[src/rtl/load_store_unit.sv]
// Load/store unit: turns single load/store requests into one transaction on a word-wide data bus.
// Optional feature macro LSU_MISALIGN_TRAP_EN: misaligned H/W accesses trap instead of being aligned down.
module load_store_unit #(
  parameter int TIMEOUT_CYCLES = 16
) (
  input  logic        clk,
  input  logic        reset,
  input  logic        mem_read,
  input  logic        mem_write,
  input  logic [2:0]  funct3,
  input  logic [31:0] addr,
  input  logic [31:0] wdata,
  output logic [31:0] rdata,
  output logic        stall,
  output logic        misalign,
  output logic        bus_err,
  output logic        bus_req,
  output logic        bus_we,
  output logic [31:0] bus_addr,
  output logic [3:0]  bus_be,
  output logic [31:0] bus_wdata,
  input  logic        bus_ack,
  input  logic [31:0] bus_rdata
);

  localparam logic [1:0] IDLE = 2'd0;
  localparam logic [1:0] REQ  = 2'd1;
  localparam logic [1:0] DONE = 2'd2;

  localparam logic [1:0] SZ_B = 2'd0;
  localparam logic [1:0] SZ_H = 2'd1;
  localparam logic [1:0] SZ_W = 2'd2;

  localparam logic [7:0] TIMEOUT_LAST = 8'(TIMEOUT_CYCLES - 1);

  logic [1:0]  state_q, state_d;
  logic [31:0] addr_q, addr_d;
  logic [31:0] wdata_q, wdata_d;
  logic [2:0]  funct3_q, funct3_d;
  logic        we_q, we_d;
  logic [7:0]  cnt_q, cnt_d;
  logic [31:0] rdata_q, rdata_d;
  logic        bus_err_q, bus_err_d;
`ifdef LSU_MISALIGN_TRAP_EN
  logic        misalign_q, misalign_d;
`endif

  logic [1:0]  size;
  logic [1:0]  lane;
  logic [7:0]  byte_sel;
  logic [15:0] half_sel;
  logic [31:0] load_data;
  logic [3:0]  be;
  logic [31:0] lane_wdata;
  logic        in_req;

  // Undefined encodings fall through to word accesses.
  function automatic logic [1:0] decode_size(input logic [2:0] f3);
    case (f3)
      3'b000, 3'b100: decode_size = SZ_B;
      3'b001, 3'b101: decode_size = SZ_H;
      default:        decode_size = SZ_W;
    endcase
  endfunction

`ifdef LSU_MISALIGN_TRAP_EN
  function automatic logic is_misaligned(input logic [2:0] f3, input logic [1:0] a);
    case (decode_size(f3))
      SZ_H:    is_misaligned = a[0];
      SZ_W:    is_misaligned = (a != 2'b00);
      default: is_misaligned = 1'b0;
    endcase
  endfunction
`endif

  // Lane selection forces H/W down to natural alignment, so misaligned accesses are aligned when not trapped.
  always_comb begin
    size = decode_size(funct3_q);
    case (size)
      SZ_B:    lane = addr_q[1:0];
      SZ_H:    lane = {addr_q[1], 1'b0};
      default: lane = 2'b00;
    endcase
    byte_sel = bus_rdata[{lane, 3'b000} +: 8];
    half_sel = bus_rdata[{lane[1], 4'b0000} +: 16];
    case (size)
      SZ_B: begin
        load_data  = funct3_q[2] ? {24'b0, byte_sel} : {{24{byte_sel[7]}}, byte_sel};
        be         = 4'b0001 << lane;
        lane_wdata = {4{wdata_q[7:0]}};
      end
      SZ_H: begin
        load_data  = funct3_q[2] ? {16'b0, half_sel} : {{16{half_sel[15]}}, half_sel};
        be         = 4'b0011 << lane;
        lane_wdata = {2{wdata_q[15:0]}};
      end
      default: begin
        load_data  = bus_rdata;
        be         = 4'hF;
        lane_wdata = wdata_q;
      end
    endcase
  end

  always_comb begin
    state_d   = state_q;
    addr_d    = addr_q;
    wdata_d   = wdata_q;
    funct3_d  = funct3_q;
    we_d      = we_q;
    cnt_d     = cnt_q;
    rdata_d   = rdata_q;
    bus_err_d = 1'b0;
`ifdef LSU_MISALIGN_TRAP_EN
    misalign_d = 1'b0;
`endif
    case (state_q)
      IDLE: begin
        cnt_d = 8'd0;
        if (mem_read || mem_write) begin
          addr_d   = addr;
          wdata_d  = wdata;
          funct3_d = funct3;
          we_d     = mem_write;
          state_d  = REQ;
`ifdef LSU_MISALIGN_TRAP_EN
          if (is_misaligned(funct3, addr[1:0])) begin
            state_d    = DONE;
            misalign_d = 1'b1;
            rdata_d    = 32'd0;
          end
`endif
        end
      end
      REQ: begin
        if (bus_ack) begin
          state_d = DONE;
          cnt_d   = 8'd0;
          rdata_d = we_q ? 32'd0 : load_data;
        end else if (cnt_q == TIMEOUT_LAST) begin
          state_d   = DONE;
          cnt_d     = 8'd0;
          rdata_d   = 32'd0;
          bus_err_d = 1'b1;
        end else begin
          cnt_d = cnt_q + 8'd1;
        end
      end
      DONE:    state_d = IDLE;
      default: state_d = IDLE;
    endcase
  end

  always_ff @(posedge clk) begin
    if (!reset) begin
      state_q   <= IDLE;
      addr_q    <= 32'd0;
      wdata_q   <= 32'd0;
      funct3_q  <= 3'd0;
      we_q      <= 1'b0;
      cnt_q     <= 8'd0;
      rdata_q   <= 32'd0;
      bus_err_q <= 1'b0;
`ifdef LSU_MISALIGN_TRAP_EN
      misalign_q <= 1'b0;
`endif
    end else begin
      state_q   <= state_d;
      addr_q    <= addr_d;
      wdata_q   <= wdata_d;
      funct3_q  <= funct3_d;
      we_q      <= we_d;
      cnt_q     <= cnt_d;
      rdata_q   <= rdata_d;
      bus_err_q <= bus_err_d;
`ifdef LSU_MISALIGN_TRAP_EN
      misalign_q <= misalign_d;
`endif
    end
  end

  assign in_req    = (state_q == REQ);
  assign stall     = reset & (in_req | ((state_q == IDLE) & (mem_read | mem_write)));
  assign bus_req   = in_req;
  assign bus_we    = in_req & we_q;
  assign bus_be    = in_req ? be : 4'b0000;
  assign bus_addr  = {addr_q[31:2], 2'b00};
  assign bus_wdata = lane_wdata;
  assign rdata     = rdata_q;
  assign bus_err   = bus_err_q;
`ifdef LSU_MISALIGN_TRAP_EN
  assign misalign  = misalign_q;
`else
  assign misalign  = 1'b0;
`endif

endmodule

[config.mk]
export PLATFORM = sky130hd
export DESIGN_NAME = load_store_unit
export DESIGN_NICKNAME = d
export VERILOG_FILES = /design/src/rtl/load_store_unit.sv
export SDC_FILE = /design/constraint.sdc
export NUM_CORES = 1
export LEC_CHECK = 0
export BUFFER_PORTS_ARGS = -buffer_cell sky130_fd_sc_hd__buf_2
export CAP_MARGIN = 5
export CORE_MARGIN = 5
export CORE_UTILIZATION = 25
export CTS_CLUSTER_SIZE = 16
export DETAILED_ROUTE_END_ITERATION = 6
export HOLD_SLACK_MARGIN = 0.12
export PLACE_DENSITY = 0.51
export SKIP_LAST_GASP = 1
export SLEW_MARGIN = 10
export SYNTH_ARGS = -nofsm -noshare
export SYNTH_HDL_FRONTEND = slang
export SYNTH_SLANG_ARGS = --single-unit
export TNS_END_PERCENT = 50
[constraint.sdc]
create_clock -name clk -period 2.48 [get_ports clk]
set_input_delay 0.62 -clock clk [delete_from_list [all_inputs] [get_ports clk]]
set_output_delay 0.62 -clock clk [all_outputs]
set_load 0.02 [all_outputs]
==> summary.md <==
| Metric | Value |
|---|---|
| Status | `finished, final reports clean` |
| Max Cap Viol | `0` |
| Syn_area_per_cell | `8.32 um2` |
| CP Max Fanout | `11` |
| 1st-iter DRT viols | `roughly 240` |
| Critical path class | `register to output pin` |
| Placed cells | `roughly 1,000` |
| CP endpoint kind | `output pin` |
| Vias | `a little under 5,000` |
| Total grt overflow | `0` |
| Register area | `roughly 2200 um2` |
| Worst endpoint data arrival time | `between 1500 and 2000 ps` |
| Detailed Route WL | `roughly 18 mm` |
| Die width | `between 150 and 200 um` |
| Core Util, Final | `32.2%` |
| Max Clk Rate | `~430 MHz` |
| Pleak | `2.96 nW` |
| Final Setup Violations | `0` |
| Worst-case vdd ir drop | `around 0.35 mV` |
| FILL cells | `~2,300` |
| CTS tree | `done` |
| Crit path required time | `~1900 ps` |
| HP Class | `register to register` |
| Distinct cells, synth | `49` |
| Core area | `roughly 20,000 um2` |
| Mapped Cells | `628` |
| Register share of total power | `between 40% and 50%` |
| Antenna diode count | `0` |
| Cell area power density | `between 600 and 700 nW/um2` |
| Tot GR Track Use | `14.8%` |
| Die H | `around 150 um` |
| Vias per inst | `4.69` |
| Site Rows | `52` |
| Max clock buf depth | `2` |
| Logic gate share of total power | `22.7%` |
| Clock root buffer master | `clkbuf_16` |
| Yosys reg bits | `between 100 and 150` |
| DRC | `0` |
| Die ar. | `between 20,000 and 25,000 um2` |
| I/O pin cnt | `~210` |
| Top layer in use | `met5` |
| Final Max Tran Viols | `0` |
| Postcts setup bufs | `0` |
| Proportion of layout cells with a drive suffix above 1 | `about a third` |
| Clock transition at path regs | `approximately 80 ps` |
| # hold bufs at CTS | `0` |
| Sw frac | `32.7%` |
| TritonRoute pass-1 iters | `4` |
| Synthesized cell area | `5220 um2` |
| Port bufs | `between 200 and 250` |
| Met1 WL | `7.75 mm` |
| Setup slack after layout | `between 100 and 150 ps` |
| WL met3 | `1.64 mm` |
| Global-route wire length before repair | `between 20 and 30 mm` |
| Final Non-Filler Cells | `about 1,100` |
| Post-route ant nets | `0` |
| Largest net degree at the start of global routing | `73` |
| Post-synthesis sequential area ratio | `a little over two fifths` |
| Async SR Flop Fraction | `0%` |
| Initial Utilization | `about a quarter` |
| Clock power share | `roughly a third` |
| Routed wl met2 | `~8.7 mm` |
| Setup TNS Final | `0 ps` |
| GP Congestion | `approximately 0.79` |
| Clock latency on the worst-skew pair | `approximately 360 ps` |
| Dpl ws | `370 ps` |
| Number of global-route vias before repair | `approximately 4,800` |
| Nets@finish | `around 890` |
| Multi-input gate area | `around 2500 um2` |
| Initial antenna violation count | `3` |
| Tcrit/Tclk final | `94.3%` |
| Final hold violation count | `0` |
| Post-CTS sizing | `0` |
| Rel. slew slack | `43.0%` |
| CTS Sinks | `roughly 110` |
| Setup Skew | `12.5 ps` |
| Post-synth EDFFs | `0` |
| Final worst path period need | `2340 ps` |
| Synth Flop Type | `dfxtp_1` |
| RSZ-0062 raised after global routing | `no` |
| Worst Tran Pin Value | `around 860 ps` |
| Ys Warns | `0` |
| CTS Buf Count | `9` |
| Pint | `3.00 mW` |
| Detailed placement HPWL | `approximately 13 mm` |
| Post-DR wirelength/cell | `around 17 um` |
| Critical Path Source Type | `register` |
| Psw | `about 1.5 mW` |
| H-Tree Depth | `3` |
| Area delta synth->final | `26.0%` |
per-stage QoR:
stage | area (um2) | power (mW) | hold slack (ps)
2_1_floorplan | 5230 | 2.70 | 433
5_1_grt | 6580 | 4.71 | 472
3_3_place_gp | 6300 | 3.06 | 439
4_1_cts | 6580 | 4.55 | 458
3_5_place_dp | 6300 | 3.07 | 444
6_report | 6580 | 4.46 | 455
flip-flops by register name (all words and copies together) (netlist names):
register	count
we_q	1
cnt_q	8
wdata_q	32
addr_q	32
state_q	2
bus_err	1
funct3_q	3
rdata	32
synth_stat cells (all sizes together) (2+ instances only):
cell type  count  share of area [%]
a21oi         82                7.9
a22o           7                1.2
a22oi          2               0.29
a32o           2               0.38
buf           60                8.0
clkbuf        27                1.9
dfxtp        111                 43
inv            3               0.22
mux2          18                3.9
mux2i          9                1.7
mux4           7                3.2
nand2        164                 12
nand2b        13                1.6
nand4         17                2.0
nand4b         2               0.34
nor2          27                1.9
nor3           4               0.38
nor4           2               0.36
o211ai        16                2.3
o21a           2               0.29
o21ai         19                1.9
o2bb2ai        7                1.2
o32a           7                1.4
or2b           2               0.29
xnor2          3               0.50
xor2           2               0.34
kinds of logic after synthesis:
group,after synthesis,synth area share (%)
XOR/XNOR,5,0.838
flip-flops,111,42.5
AND/OR/NAND/NOR,237,19.6
adder cells (fa/ha/maj),1,0.239
buffers and inverters,90,10.2
multiplexers,34,8.84
other,1,0.0718
AO/OA/AOI/OAI,149,17.7
final timing paths:
| kind | start | endpoint | slack (ps) | cells past startpoint |
|---|---|---|---|---|
| max | state_q[1]$_SDFFE_PN0P_ | bus_be[3] | 140 | 5 |
| max reg2reg | funct3_q[0]$_SDFFE_PN0P_ | rdata[28]$_SDFFE_PN0P_ | 570 | 5 |
| min reg2reg | addr_q[29]$_SDFFE_PN0P_ | addr_q[29]$_SDFFE_PN0P_ | 450 | 2 |
| min | addr_q[29]$_SDFFE_PN0P_ | addr_q[29]$_SDFFE_PN0P_ | 450 | 2 |
layout by cell type (no fill, tap or decap), types with 4 or more instances in the layout:
cell type / instances
mux2_2: 18
clkbuf_16: 9
dfxtp_1: 111
o21ai_0: 17
mux2i_1: 9
o211ai_1: 16
nor2_1: 27
nand4_1: 17
o2bb2ai_1: 7
buf_2: 205
nand2b_1: 13
a21oi_1: 82
nand2_1: 163
mux4_2: 4
nor3_1: 4
buf_4: 20
inv_6: 4
a22o_1: 7
o32a_1: 4
layer usage:
metal | GRT usage (%) | vias up
met5 | 0 | -
met4 | 3.20 | 6
met3 | 5.22 | 22
met2 | 25.3 | 199
met1 | 17.9 | 2304
li1 | - | 2430
cell type report:
class | count | share of cell area [%]
clock buffer | 11 | 3.54
inverter | 3 | 0.171
tap | 270 | 5.13
timing repair buffer | 228 | 18.8
multi-input combinational | 429 | 37.8
sequential | 111 | 33.8
clock inverter | 5 | 0.779
worst max-delay path, cell delays in order, from the launching register on:
cell	delay, ps
dfxtp_1	400
or2b_1	270
inv_1	170
o21ai_0	190
nor2_1	160
buf_2	180
power groups by stage:
stage	clock network (mW)	logic, mW	registers (mW)
floorplan	0	0.666	2.03
global placement	0	1.03	2.03
detailed placement	0	1.03	2.03
CTS	1.52	1.03	1.99
global route	1.59	1.11	2.01
finish	1.46	1.01	1.99
No activity file was read; power rests on OpenSTA's default activity.
